### config.mk
export PLATFORM = sky130hd
export DESIGN_NAME = universal_shift_register
export DESIGN_NICKNAME = d
export VERILOG_FILES = /design/src/rtl/usr_pkg.sv /design/src/rtl/universal_shift_register.sv
export SDC_FILE = /design/constraint.sdc
export NUM_CORES = 1
export LEC_CHECK = 0
export ABC_AREA = 1
export CAP_MARGIN = 20
export CORE_ASPECT_RATIO = 1.25
export CORE_MARGIN = 2
export CORE_UTILIZATION = 40
export CTS_BUF_LIST = sky130_fd_sc_hd__clkbuf_4 sky130_fd_sc_hd__clkbuf_8 sky130_fd_sc_hd__clkbuf_16
export CTS_CLUSTER_DIAMETER = 30
export DETAILED_ROUTE_END_ITERATION = 8
export GPL_TIMING_DRIVEN = 0
export PLACE_DENSITY = 0.72
export RECOVER_POWER = 50
export SYNTH_ARGS = -nofsm -noshare
export SYNTH_HDL_FRONTEND = slang
export SYNTH_SLANG_ARGS = --single-unit
### constraint.sdc
create_clock -name clk -period 3.1 [get_ports clk]
set_input_delay 0.93 -clock clk [delete_from_list [all_inputs] [get_ports clk]]
set_output_delay 0.93 -clock clk [all_outputs]
set_load 0.05 [all_outputs]
### src/rtl/usr_pkg.sv
// Shared constants for the universal shift register: mode select width and encodings.
package usr_pkg;

  localparam int MODE_W = 3;

  localparam logic [MODE_W-1:0] MODE_HOLD = 3'b000;
  localparam logic [MODE_W-1:0] MODE_SHR  = 3'b001;
  localparam logic [MODE_W-1:0] MODE_SHL  = 3'b010;
  localparam logic [MODE_W-1:0] MODE_ROR  = 3'b011;
  localparam logic [MODE_W-1:0] MODE_ROL  = 3'b100;
  localparam logic [MODE_W-1:0] MODE_LOAD = 3'b101;
  localparam logic [MODE_W-1:0] MODE_UP   = 3'b110;
  localparam logic [MODE_W-1:0] MODE_DN   = 3'b111;

endpackage

### src/rtl/universal_shift_register.sv
// WIDTH-bit storage/shift/count element with async clear, sync preset, enable,
// eight operating modes and a registered terminal-count pulse on counter wrap.
module universal_shift_register
  import usr_pkg::*;
#(
  parameter int               WIDTH        = 8,
  parameter logic [WIDTH-1:0] PRESET_VALUE = {WIDTH{1'b1}}
) (
  input  logic              clk,
  input  logic              clear,
  input  logic              preset,
  input  logic              en,
  input  logic [MODE_W-1:0] mode,
  input  logic [WIDTH-1:0]  d,
  input  logic              sin_r,
  input  logic              sin_l,
  output logic [WIDTH-1:0]  q,
  output logic [WIDTH-1:0]  q_bar,
  output logic              sout_r,
  output logic              sout_l,
  output logic              zero,
  output logic              tc
);

  // NOTE: state registers use non-blocking assignments so every flop samples
  // the pre-edge value of q, regardless of statement order.
  always_ff @(posedge clk or negedge clear) begin
    if (!clear) begin
      q  <= '0;
      tc <= 1'b0;
    end else if (!preset) begin
      q  <= PRESET_VALUE;
      tc <= 1'b0;
    end else if (!en) begin
      tc <= 1'b0;
    end else begin
      tc <= 1'b0;
      case (mode)
        MODE_SHR:  q <= {sin_r, q[WIDTH-1:1]};
        MODE_SHL:  q <= {q[WIDTH-2:0], sin_l};
        MODE_ROR:  q <= {q[0], q[WIDTH-1:1]};
        MODE_ROL:  q <= {q[WIDTH-2:0], q[WIDTH-1]};
        MODE_LOAD: q <= d;
        MODE_UP: begin
          q  <= q + WIDTH'(1);
          tc <= &q;
        end
        MODE_DN: begin
          q  <= q - WIDTH'(1);
          tc <= ~|q;
        end
        default:   q <= q;
      endcase
    end
  end

  // Derived outputs follow q with no added latency.
  assign q_bar  = ~q;
  assign sout_r = q[0];
  assign sout_l = q[WIDTH-1];
  assign zero   = (q == '0);

endmodule
; ---- Word-level counts from Yosys, hierarchy flattened
; Index checks and enable logic that the tools add are counted.
[totals]
elab_cells = 25
regBits = 9
output_inout_bits = 20
[op_classes]
reduce_logical = 5
n_bitwise = 1
mux = 6
n_eq_ne = 9
n_addsub = 2
[op_table]
columns = cell, n
row1 = $pmux W8 S7, 1
row2 = $mux W8, 2
row3 = $eq A3 B3 Y1 const B, 4
row4 = $add A8 B1 Y8 const B, 1
row5 = $logic_not A8 Y1, 1
row6 = $ne A8 B1 Y1 const B, 1
row7 = $not A8 Y8, 1
row8 = $reduce_and A8 Y1, 1
row9 = $reduce_or A8 Y1, 1
row10 = $sub A8 B1 Y8 const B, 1
row11 = $eq A3 B2 Y1 const B, 2
row12 = $eq A3 B1 Y1 const B, 1
row13 = $mux W1, 2
row14 = $ne A2 B1 Y1 const B, 1
row15 = $pmux W1 S2, 1
row16 = $reduce_and A2 Y1, 1
row17 = $logic_not A1 Y1, 1

; ---- Depth between registers and ports, before layout
; Gate-level depths: netlist of the first run.
[depth]
ltp_word = 5
ltp_mapped = 15
ltp_nobuf = 14

; ---- Least setup slack after synthesis of the first run
; OpenSTA, ideal clock, no wires.
[synth_timing]
path_kind = register to output
from = register q[2]
to = output port zero
n_path_buf = 0
setup_slack_ns = 0.003
t_arrival_ns = 2.167
required_ns = 2.170
path_stages_with_launch = 6
cell_sequence = dfrtp_1 inv_1 nand4_1 nor4_1 inv_1 nor2_1
[synth_between]
elab_chain_cells = 1
[synth_lines]
columns = item, line
row1 = start: declaration, universal_shift_register.sv:17  ; output logic [WIDTH-1:0] q,
row2 = start signal: assignment, universal_shift_register.sv:39  ; MODE_SHR: q <= {sin_r, q[WIDTH-1:1]};
row3 = start signal: assignment, universal_shift_register.sv:40  ; MODE_SHL: q <= {q[WIDTH-2:0], sin_l};
row4 = start signal: assignment, universal_shift_register.sv:41  ; MODE_ROR: q <= {q[0], q[WIDTH-1:1]};
row5 = $logic_not A8 Y1, universal_shift_register.sv:61  ; assign zero = (q == '0);
row6 = end: declaration, universal_shift_register.sv:21  ; output logic zero,
; No other way between the ends.

; ---- Final worst setup path of the first run
; Same ends and word-level chain as after synthesis.

==> metrics.txt, run 1 <==
DR WL/cell 12.5 µm; htree depth 1; antenna-violating nets left 0; area of the multi-input gates 661 µm²; vias in the first global route 1231; post-route cell area 1470 µm²; Leakage 0.000784 µW; clock power share 18.0%; r2r worst-path depth 14; switching share of power 45.4%; Max Slew Vio Count 0; Total Routing Usage GR 21.3%; number of remaining DRC errors 0; Tcrit/Tclk final 86.3%; critical path's slowest cell dfrtp_1; Worst slew margin 66.2%; Initial DRC Count 38; Setup Skew 0.00484 ns; CTS Buffer Depth 2; share of the synthesized area in the top cell type 20.7%; DP Area 1460 µm²; Hold Path Stages 2; Distinct cells, synth 30; Cell Int Power 286 µW; unrepaired setup endpoints after global routing false; Max-Cap Viols 0; GR peak layer met2; Pre-antenna DRT Iters 4; most used cell along the critical path inv_1; area leader, netlist dfrtp_1; Reg area 225 µm²; largest net degree at the start of global routing 11; Worst Hold Class reg2reg; port bufs 33; Startpoint Class flip-flop; grt met1 use 26.5%; total gr overflow 0; P_sw 238 µW; die area 3150 µm²; # clock sinks 9; # diodes 0; max incr delay on CP 0.47 ns; Via density 5.24; register area share after synthesis 20.7%; status complete, no violations; Syn Area/Cell 6.21 µm²; Initial Util 41.4%; Least-Margin Pin Slew 0.506 ns; Async SR Flop Fraction 100%; TNS Setup 0 ns; die span in x 50.6 µm; via count 1288; synthesized cell area 1090 µm²; CTS Root Cell clkbuf_4; met2 track demand over resource 36.5%; CP delay by family, top buffers and inverters; register bit total from synthesis 9; nets 231; CTS tree done; synth warn 0; Die H 62.3 µm; HPWL after detailed placement 2550 µm; most frequent cell after synthesis nand2_1; area grow syn2layout 35.2%; filler cell count 268; ratio of cells with drive above 1 in the final layout 10.4%; CP Capture Type primary output; Core ar. 2630 µm²; Final Setup Violations 0; Post-CTS Hold Fix Bufs 0; Post-synth EDFFs 0; Buf+Inv Stages, Crit Path 3; CTS buffer count 3; post-route minimum period 2.68 ns; Post-Synthesis Cells 175; final hold violation count 0; Max Clk Rate 374 MHz; pwr/cell area 356 nW/µm²; CP cell instances inv_1, nand4_1, nor4_1, inv_1, nor2_1, clkbuf_2; Post-CTS Setup Repair Bufs 0; clk_lat worst skew 0.25 ns; Worst path depth 6; initial antenna violation count 0; row count 21; syn nets 193; VDD IR max 0.237 mV; IO Pins 37; CP required 2.17 ns; top cells by count, synth nand2_1 (43), inv_1 (35), nand3_1 (18); GPL Wtd Cong 0.879; sequential cell fraction of total power 27.8%; Clock Pin Slew Worst Setup and Hold Paths 0.06 ns; met3 Use GR 1.68%; CP Max Fanout 7; Synth Flop Type dfrtp_1; drt total wl 3090 µm; combinational power share 54.3%; first-pass GRT wire length 5370 µm; Setup CP Type reg2out; largest cells by area after synthesis dfrtp_1 (21%), nand2_1 (15%), inv_1 (12%); CP arrival 1.75 ns
## metrics by stage
| step | utilization [%] | total power, µW | cells | setup slack [ns] | hold slack [ns] |
|---|---|---|---|---|---|
| 3_5_place_dp | 55.6 | 435 | 242 | 0.199 | 0.619 |
| 3_3_place_gp | 55.6 | 428 | 242 | 0.186 | 0.625 |
| 5_1_grt | 56.0 | 566 | 246 | 0.199 | 0.749 |
| 6_report | 56.0 | 524 | 246 | 0.423 | 0.663 |
| 4_1_cts | 56.7 | 533 | 246 | 0.177 | 0.637 |
| 2_1_floorplan | - | 343 | 175 | 0.00317 | 0.634 |
## worst reg2reg max path: stages, from the launching register on
cell	delay, ns
dfrtp_1	0.51
inv_1	0.13
nand2_1	0.10
nand2_1	0.06
inv_1	0.06
ha_1	0.14
a21oi_1	0.05
nor2_1	0.21
nand2_1	0.11
nand2_1	0.07
nand2_1	0.04
nand3_1	0.08
nand3_1	0.08
o21ai_0	0.08
inv_1	0.06
## cells in the final DEF (no fill, tap or decap), drive strengths merged
cell type | netlist | layout
nand2 | 52 | 52
inv | 36 | 36
clkdlybuf4s50 | 0 | 29
nand3 | 19 | 19
a21oi | 16 | 16
dfrtp | 9 | 9
nor2 | 8 | 8
o22ai | 6 | 6
o21ai | 6 | 6
nand4 | 5 | 5
clkbuf | 0 | 5
buf | 5 | 5
dlygate4sd3 | 0 | 3
nand3b | 2 | 2
nor4 | 1 | 1
nor3 | 1 | 1
o211a | 1 | 1
o21bai | 1 | 1
xor2 | 1 | 1
or2 | 1 | 1
o2111ai | 1 | 1
a211oi | 1 | 1
a221oi | 1 | 1
a22oi | 1 | 1
ha | 1 | 1
## what timing repair did
item                       4_1_cts  5_1_grt
resized for setup                1        2
cloned                           0        0
setup endpoints to repair        1        1
## final timing paths
kind	slack, ns	to	start
max	0.42	zero	q[2]$_DFFE_PN0P_
min	0.66	q[4]$_DFFE_PN0P_	q[4]$_DFFE_PN0P_
max reg2reg	1.20	q[4]$_DFFE_PN0P_	q[1]$_DFFE_PN0P_
min reg2reg	0.66	q[4]$_DFFE_PN0P_	q[4]$_DFFE_PN0P_
max in group asynchronous	1.80	q[4]$_DFFE_PN0P_	clear
min in group asynchronous	1.03	tc$_DFF_PN0_	clear
## power by group through the flow
stage / combinational, µW / sequential [µW] / clock [µW]
floorplan: 169 / 174 / 0
global route: 309 / 147 / 109
global placement: 282 / 147 / 0
finish: 284 / 145 / 94.1
detailed placement: 288 / 147 / 0
CTS: 289 / 145 / 99.2
## registers in the layout, indices dropped and copies added, names as in the netlist
signal / flops
q: 8
tc: 1
## routing by layer
metal | up-vias | wire (µm)
met1 | 582 | 1280
li1 | 648 | -
met4 | 0 | 84
met5 | - | 0
met3 | 10 | 135
met2 | 48 | 1580
## cells by family (layout without fill, tap and decap cells)
logic type	count (synthesis)	after routing	synth area share, %
simple gates	89	89	41.7
buf+inv	41	78	17.1
compound gates	34	34	18.5
flops	9	9	20.7
fa+ha+maj	1	1	1.15
xor+xnor	1	1	0.806
## cell type report
cell class | instances | area share (%)
multi-input cells | 125 | 44.9
repair buffers | 33 | 22.1
flip-flops and latches | 9 | 15.3
inverters | 36 | 9.36
plain buffers | 5 | 3.32
well taps | 34 | 2.89
clock buffers | 4 | 2.04
(Power assumes the default switching activity.)
==> inputs of run 2 (changes only) <==
CTS_CLUSTER_DIAMETER = 50   (was 30)
==> results of run 2 <==
The final DEF is identical to that of run 1; final timing and power are the same.
==> RTL edit: new RTL, settings of run 1 <==
Register the outputs `q_bar`, `sout_r`, `sout_l` and `zero`, cleared by the reset; this adds one clock of latency there. The other outputs are not delayed to match.
--- a/src/rtl/universal_shift_register.sv
+++ b/src/rtl/universal_shift_register.sv
@@ -55,9 +55,18 @@
   end
 
   // Derived outputs follow q with no added latency.
-  assign q_bar  = ~q;
-  assign sout_r = q[0];
-  assign sout_l = q[WIDTH-1];
-  assign zero   = (q == '0);
+  always_ff @(posedge clk or negedge clear) begin
+    if (!clear) begin
+      q_bar  <= '0;
+      sout_r <= '0;
+      sout_l <= '0;
+      zero   <= '0;
+    end else begin
+      q_bar  <= ~q;
+      sout_r <= q[0];
+      sout_l <= q[WIDTH-1];
+      zero   <= (q == '0);
+    end
+  end
 
 endmodule
Behaviour: not the same (a bounded check fails within 4 cycles, from zero or initial values).
==> RTL edit against run 1 <==
Routed wire length increased by 13%. Sequential cell count increased by 11. Die area increased by 21%. Total power increased by 65%. Area after synthesis increased by 23%. Critical path depth decreased by 5. Setup slack improved by 0.12 ns. Design area increased by 21%. Largest cell class unchanged.
==> RTL edit: results <==
{
  "outcome": "finished, final reports clean",
  "h-tree-depth": 1,
  "path_clk_slew_ns": 0.08,
  "antenna_found_initial": 0,
  "track_usage_pct": 19.50,
  "synth_compound_area_share_pct": 15.07,
  "cts_buffers": 3,
  "cts_max_path_buffers": 2,
  "synth.distinct_cells": 27,
  "hold_path_depth": 0,
  "ys_top_cells_by_count": "46 x nand2_1, 29 x inv_1, 20 x dfrtp_1, 19 x nand3_1",
  "reg2regPathDepth": 12,
  "synth.net_count": 198,
  "min_path_type": "reg2reg",
  "synth_adder_area_share_pct": 0.9363,
  "dp_slack_ns": 0.7084,
  "synth-xor-area-share_pct": 0.6554,
  "grt_max_degree": 21,
  "maxSlewHeadroom_pct": 39.63,
  "synth_mux_area_share_pct": 0,
  "skew_ns": 0.001497,
  "crit_path_max_incr_delay_ns": 0.86,
  "cts_root_buf": "clkbuf_8",
  "nets": 236,
  "yosys_warnings": 0,
  "worstPathMaxFanout": 8,
  "drt-initial-drc-count": 72,
  "seq_area_frac_synth_pct": 37.45,
  "async_reset_ff_share_pct": 100.0,
  "ctsResizeCount": 0,
  "synth_area_leaders": "dfrtp_1 37%, nand2_1 13%, inv_1 8.1%",
  "wl_per_cell_um": 13.74,
  "num_vias": 1364,
  "drive_above_1_share_pct": 9.677,
  "grt_pass1_wl_um": 5747,
  "cts_setup_buffers": 0,
  "grt_pass1_vias": 1232,
  "critPathArrivalTime_ns": 1.62,
  "ir_worst_vdd_v": 0.0003449,
  "cp_top_family": "buffers and inverters",
  "clkLatencyLatePin_ns": 0.26,
  "critPathSlowestCell": "clkdlybuf4s50_1",
  "gp_congestion": 0.9108,
  "synth_ff_type": "dfrtp_1",
  "leakage_nw": 0.9190,
  "reg_top3": "q (8), q_bar (8)",
  "diodes": 0,
  "dp_hpwl_um": 2658,
  "n_fill_cell": 299,
  "drt_pre_antenna_iters": 4
}
==> RTL edit: cell count changes in the layout (fill, tap and decap cells not counted), sizes merged, moves of 3 or more <==
cell           change
inv                -6
o22ai              -6
a21oi              -4
a221oi             +5
nor2               +5
clkdlybuf4s50      +3
dfrtp             +11
==> RTL edit: stage by stage <==
| stage | area (sq um) | cells |
|---|---|---|
| floorplan | 1336 | 180 |
| global placement | 1713 | 250 |
| detailed placement | 1713 | 250 |
| CTS | 1784 | 254 |
| global route | 1784 | 254 |
| finish | 1784 | 254 |
==> RTL edit: kinds of logic after synthesis <==
logic type,Yosys count
simple gates,96
fa+ha+maj,1
xor+xnor,1
buf+inv,33
compound gates,29
flops,20
==> RTL edit: worst reg2reg max path: cells and delay by family (launching register included) <==
kind	cells	cell delay, ns
flip-flops	1	0.50
adder cells (fa/ha/maj)	1	0.17
AND/OR/NAND/NOR	8	0.80
buffers and inverters	2	0.08
AO/OA/AOI/OAI	1	0.19
==> RTL edit: worst paths after layout <==
kind | startpoint | to | slack, ns
max | q[3] | q[3] | 0.55
min in group asynchronous | clear | q[0] | 1.24
max reg2reg | q[1] | q[6] | 1.27
min reg2reg | q[7] | sout_l | 0.53
max in group asynchronous | clear | q_bar[2] | 1.31
min | q[7] | sout_l | 0.53
==> RTL edit: area by class of cell <==
cell class | instances | share of cell area, %
multi-input combinational | 127 | 38.50
inverter | 30 | 6.452
sequential | 20 | 28.05
buffer | 3 | 1.893
tap | 37 | 2.595
clock inverter | 1 | 1.683
timing repair buffer | 33 | 18.51
clock buffer | 3 | 2.314
==> RTL edit: metal layers <==
layer	share of wire [%]	GRT usage [%]	vias to the layer above
li1	-	-	674
met1	43	24.71	618
met2	50	34.23	66
met3	6.0	2.425	6
met4	1.6	7.622	0
met5	0	0	-
==> RTL edit: where the power goes <==
part / total [W] / switching, W / internal (W) / leakage [nW]
Clock: 0.000263 / 0.0000903 / 0.000172 / 0.0357
Combinational: 0.000299 / 0.000194 / 0.000105 / 0.652
Sequential: 0.000303 / 0.0000223 / 0.000281 / 0.231
Total: 0.000865 / 0.000306 / 0.000559 / 0.919
